$ cat config.mk
export PLATFORM = sky130hd
export DESIGN_NAME = approx_adder_error_monitor
export DESIGN_NICKNAME = d
export VERILOG_FILES = /design/src/rtl/approx_adder_error_monitor.sv
export SDC_FILE = /design/constraint.sdc
export NUM_CORES = 1
export LEC_CHECK = 0
export CORE_MARGIN = 2
export CORE_UTILIZATION = 26
export CTS_CLUSTER_SIZE = 20
export DETAILED_ROUTE_END_ITERATION = 7
export GPL_ROUTABILITY_DRIVEN = 1
export SLEW_MARGIN = 20
export SYNTH_ARGS = -nofsm -noshare
export SYNTH_HDL_FRONTEND = slang
export SYNTH_SLANG_ARGS = --single-unit
$ cat constraint.sdc
create_clock -name clk -period 13.1 [get_ports clk]
set_input_delay 2.62 -clock clk [delete_from_list [all_inputs] [get_ports clk]]
set_output_delay 2.62 -clock clk [all_outputs]
set_load 0.01 [all_outputs]
$ cat src/rtl/approx_adder_error_monitor.sv
// Exhaustive sweep checker for approximate adders: issues every (A,B) pair and accumulates error statistics.
// Optional watchdog on the WAIT state is compiled in with `define ERRMON_TIMEOUT_EN.
module approx_adder_error_monitor #(
  parameter int W           = 8,
  parameter int TIMEOUT_CYC = 64
) (
  input  logic            clk,
  input  logic            rst_n,
  input  logic            start,
  output logic [W-1:0]    op_a,
  output logic [W-1:0]    op_b,
  output logic            op_valid,
  input  logic [W:0]      res,
  input  logic            res_valid,
  output logic            busy,
  output logic            done,
  output logic            timeout,
  output logic [2*W:0]    err_count,
  output logic [3*W:0]    err_sum,
  output logic [W:0]      err_max
);

  localparam int CW = 2*W + 1;
  localparam int SW = 3*W + 1;
  localparam int MW = W + 1;

  localparam logic [W-1:0]  OP_ONE  = {{(W-1){1'b0}}, 1'b1};
  localparam logic [CW-1:0] CNT_ONE = {{(CW-1){1'b0}}, 1'b1};

  typedef enum logic [2:0] {
    S_IDLE,
    S_ISSUE,
    S_WAIT,
    S_CHECK,
    S_DONE
  } state_t;

  state_t          state_q, state_d;
  logic [W-1:0]    a_q, a_d;
  logic [W-1:0]    b_q, b_d;
  logic [MW-1:0]   res_q, res_d;
  logic [CW-1:0]   err_count_q, err_count_d;
  logic [SW-1:0]   err_sum_q, err_sum_d;
  logic [MW-1:0]   err_max_q, err_max_d;

  logic [MW-1:0]   exact;
  logic [MW-1:0]   diff;
  logic            last_pair;

`ifdef ERRMON_TIMEOUT_EN
  localparam int WDW = $clog2(TIMEOUT_CYC + 1);
  localparam logic [WDW-1:0] WDOG_LAST = WDW'(TIMEOUT_CYC - 1);
  localparam logic [WDW-1:0] WDOG_ONE  = {{(WDW-1){1'b0}}, 1'b1};

  logic [WDW-1:0]  wdog_q, wdog_d;
  logic            timeout_q, timeout_d;
`endif

  // Error magnitude is unsigned |res - exact|, so both directions of error count alike.
  always_comb begin
    exact     = {1'b0, a_q} + {1'b0, b_q};
    diff      = (res_q >= exact) ? (res_q - exact) : (exact - res_q);
    last_pair = (&a_q) && (&b_q);
  end

  always_comb begin
    state_d     = state_q;
    a_d         = a_q;
    b_d         = b_q;
    res_d       = res_q;
    err_count_d = err_count_q;
    err_sum_d   = err_sum_q;
    err_max_d   = err_max_q;
`ifdef ERRMON_TIMEOUT_EN
    wdog_d      = wdog_q;
    timeout_d   = timeout_q;
`endif

    case (state_q)
      S_IDLE, S_DONE: begin
        if (start) begin
          state_d     = S_ISSUE;
          a_d         = '0;
          b_d         = '0;
          err_count_d = '0;
          err_sum_d   = '0;
          err_max_d   = '0;
`ifdef ERRMON_TIMEOUT_EN
          timeout_d   = 1'b0;
`endif
        end
      end

      S_ISSUE: begin
        state_d = S_WAIT;
`ifdef ERRMON_TIMEOUT_EN
        wdog_d  = '0;
`endif
      end

      S_WAIT: begin
        if (res_valid) begin
          res_d   = res;
          state_d = S_CHECK;
        end
`ifdef ERRMON_TIMEOUT_EN
        else if (wdog_q == WDOG_LAST) begin
          state_d   = S_DONE;
          timeout_d = 1'b1;
        end else begin
          wdog_d = wdog_q + WDOG_ONE;
        end
`endif
      end

      // b runs fastest; the carry into a happens when b wraps to zero.
      S_CHECK: begin
        if (diff != '0) begin
          err_count_d = err_count_q + CNT_ONE;
          err_sum_d   = err_sum_q + {{(SW-MW){1'b0}}, diff};
          err_max_d   = (diff > err_max_q) ? diff : err_max_q;
        end
        if (last_pair) begin
          state_d = S_DONE;
        end else begin
          state_d = S_ISSUE;
          b_d     = b_q + OP_ONE;
          if (&b_q) begin
            a_d = a_q + OP_ONE;
          end
        end
      end

      default: state_d = S_IDLE;
    endcase
  end

  always_ff @(posedge clk or negedge rst_n) begin
    if (!rst_n) begin
      state_q     <= S_IDLE;
      a_q         <= '0;
      b_q         <= '0;
      res_q       <= '0;
      err_count_q <= '0;
      err_sum_q   <= '0;
      err_max_q   <= '0;
    end else begin
      state_q     <= state_d;
      a_q         <= a_d;
      b_q         <= b_d;
      res_q       <= res_d;
      err_count_q <= err_count_d;
      err_sum_q   <= err_sum_d;
      err_max_q   <= err_max_d;
    end
  end

`ifdef ERRMON_TIMEOUT_EN
  always_ff @(posedge clk or negedge rst_n) begin
    if (!rst_n) begin
      wdog_q    <= '0;
      timeout_q <= 1'b0;
    end else begin
      wdog_q    <= wdog_d;
      timeout_q <= timeout_d;
    end
  end

  assign timeout = timeout_q;
`else
  assign timeout = 1'b0;
`endif

  assign op_a      = a_q;
  assign op_b      = b_q;
  assign op_valid  = (state_q == S_ISSUE);
  assign busy      = (state_q == S_ISSUE) || (state_q == S_WAIT);
  assign done      = (state_q == S_DONE);
  assign err_count = err_count_q;
  assign err_sum   = err_sum_q;
  assign err_max   = err_max_q;

endmodule

==> impl_metrics.csv <==
group,metric,value,unit
die,core-area,22400,um^2
global_routing,grt_pass1_vias,5096,
final_layout,layout_commonest_cell,"clkdlybuf4s50_1",
critical_path,timing.rr.start,"op_a[0]",
sta,fin_setup_tns,0,ns
sta,worst_slew_pin_slew,0.939,ns
drt,wl_per_cell,16.1,um
final_layout,area_growth,24.7,%
yosys,synth_seq_cells,79,
critical_path,cpPeakStageDelay,0.55,ns
sta,final_hold_viol_count,0,
cts,cts-buffers-inserted,9,
yosys,syn-num-nets,746,
cts,cts.sinks,79,
status,status,"completed",
die,rows,55,
drt,vias,5300,
critical_path,end_kind,"flip-flop",
yosys,yosysUniqueCellTypes,68,
die,die_h,154,um
worst_hold_path,min_path_cells,1,
critical_path,worstPathRequired,13.34,ns
sta,setup_viol,0,
final_layout,stdcell_count,1040,
placement,port_buffers,82,
final_layout,finish.utilization,32.7,%
critical_path,critical_path_peak_fanout,14,
critical_path,crit_start,"op_a[0]",
yosys,post_synth_instance_area,5880,um^2
pwr,vdd_drop_max,125,uV
cts,cts-resized-gates,0,
cts,cts_setup_buffers,0,
die,start_util,26.2,%
yosys,synth_edf_count,0,
critical_path,rr_endpoint,"err_sum[12]",
drt,drcViolationCount,0,
final_layout,drive_gt1_share,5.96,%
drt,via_per_inst,5.10,
yosys,synth_cells,682,
placement,hpwl,12.1,mm
final_layout,antennaDiodeCount,0,
yosys,synth_flop_cell,"dfrtp_1",
cts,clockBufferDepth,2,
global_routing,grtUsageTotal,14.2,%
critical_path,path_delay_family,"compound AO/OA/AOI/OAI gates",
yosys,ys_seq_area_share,33.6,%
die,die_area,23800,um^2
cts,cts_tree,"yes",
sta,drv_slew,0,
global_routing,grt_max_degree,62,
critical_path,startpoint_type,"flip-flop",
placement,place_area,6950,um^2
cts,htree_levels,3,
sta,post-route-period-util,47.9,%
cts,hold_buffers,0,
drt,routed_wl,16.7,mm
run,drv_cap,0,
pwr,p_per_area,261,nW/um^2
sta,grt_setup_unrepaired,"false",
critical_path,slowest_stage,"ha_1",
worst_hold_path,worstHoldStart,"err_count[16]",
critical_path,critPathKind,"flip-flop to flip-flop",
die,io_pins,84,
die,die_x,154,um
drt,dr.first_iter.drc_count,328,
pwr,power.leakage,3.19,nW
global_routing,grt_pass1_wl,27.4,mm
placement,dp.cells,1024,
sta,slew_headroom,37.1,%
global_routing,grt_overflow,0,
critical_path,worst-path-buf-inv,3,
critical_path,rr_worst_depth,26,
cts,clock_latency,0.35,ns
placement,gpl.final_weighted_congestion,0.852,
drt,dr.pass1.iters,4,
sta,max_freq,159,MHz
yosys,avgSynthCellArea,8.62,um^2
critical_path,worstPathArrival,6.52,ns
cts,path_clk_slew,0.07,ns
yosys,yosysWarningCount,0,
sta,finalClockSkew,0.00923,ns
yosys,async_flop_share,100,%
sta,timing.final.crit_period,6.28,ns
worst_hold_path,hp-class,"flip-flop to flip-flop",
cts,clockRootBuffer,"clkbuf_16",
worst_hold_path,holdPathEnd,"err_count[16]",
critical_path,rrSetupSlack,6.82,ns
final_layout,stdcell_area,7330,um^2
final_layout,fin_nets,814,
global_routing,antenna_found_initial,0,
final_layout,final_cell_mix,"clkdlybuf4s50_1 (81), dfrtp_1 (79), nand2_1 (68)",
drt,postRouteAntennaNets,0,
## layer usage
metal | vias up | track usage, % | part of all wire, %
li1 | 2602 | - | -
met1 | 2578 | 19.0 | 49
met2 | 106 | 23.3 | 46
met3 | 14 | 3.33 | 4.1
met4 | 0 | 3.35 | 1.1
met5 | - | 0 | 0
## kinds of logic after synthesis
family / after synthesis / synth area share [%]
and+or+nand+nor: 237 / 20.7
muxes: 11 / 1.98
adders and majority gates: 51 / 11.4
buffers and inverters: 79 / 5.77
other: 1 / 0.0638
xor gates and xnor gates: 31 / 4.62
AOI/OAI and AO/OA: 193 / 21.9
DFF: 79 / 33.6
## flip-flops by register name (all words and copies together) (netlist names)
name / count
op_b: 8
err_max: 9
state_q: 3
res_q: 9
op_a: 8
err_count: 17
err_sum: 25
## cell type report
cell class                      count  area [um^2]
Multi-Input combinational cell    524         3580
Clock buffer                       10          239
Sequential cell                    79         1980
Timing Repair Buffer               87          856
Inverter                           49          184
Fill cell                        2364        15100
Tap cell                          285          357
Clock inverter                      6          140
## synth_stat cells, types with 3 or more instances
master | instances | area share, %
buf_4 | 3 | 0.38
xor2_1 | 16 | 2.4
and3_1 | 20 | 2.1
ha_1 | 47 | 10
nor4_1 | 5 | 0.53
mux2i_1 | 6 | 1.0
clkbuf_1 | 16 | 1.0
o311ai_0 | 4 | 0.60
nand4_1 | 8 | 0.85
or2_2 | 7 | 0.74
a21o_1 | 10 | 1.3
o21a_1 | 6 | 0.77
a22o_1 | 12 | 1.8
o21ai_0 | 64 | 5.4
nand2_1 | 68 | 4.3
o41ai_1 | 4 | 0.60
a21oi_1 | 31 | 2.6
fa_1 | 4 | 1.4
o31ai_1 | 15 | 1.9
dfrtp_1 | 79 | 34
or3_1 | 10 | 1.1
buf_6 | 3 | 0.57
a2111oi_0 | 4 | 0.60
nand2b_1 | 15 | 1.6
o21bai_1 | 5 | 0.64
a211o_1 | 8 | 1.2
nor2b_1 | 7 | 0.74
nand3_1 | 32 | 2.7
nor3_1 | 10 | 0.85
o2111ai_1 | 4 | 0.60
xnor2_1 | 15 | 2.2
buf_2 | 7 | 0.60
mux2_2 | 4 | 0.77
a31oi_1 | 6 | 0.64
inv_1 | 48 | 3.1
and2_1 | 6 | 0.64
nor2_1 | 33 | 2.1
## per-stage QoR
step	power (mW)	setup slack, ns	hold slack, ns
finish	1.91	6.82	0.484
global route	2.09	6.30	0.529
CTS	1.92	6.90	0.495
detailed placement	1.58	6.95	0.481
global placement	1.57	7.11	0.469
floorplan	1.24	7.35	0.466
## where the power goes
part           switching [mW]  internal [mW]  leakage (nW)
clock                   0.113          0.213         0.185
combinational           0.752          0.483          1.93
sequential             0.0552          0.295          1.07
total                   0.920          0.991          3.19
## how the worst max path moves through the flow
stage,to,cells past startpoint,slack (ns)
after floorplan,err_sum[14],28,7.35
after global placement,err_sum[14],27,7.11
after detailed placement,err_sum[12],26,6.95
after CTS,err_sum[12],26,6.90
after global routing,err_sum[17],26,6.30
final,err_sum[12],26,6.82
Note: power is estimated with default switching activity, not from simulation.
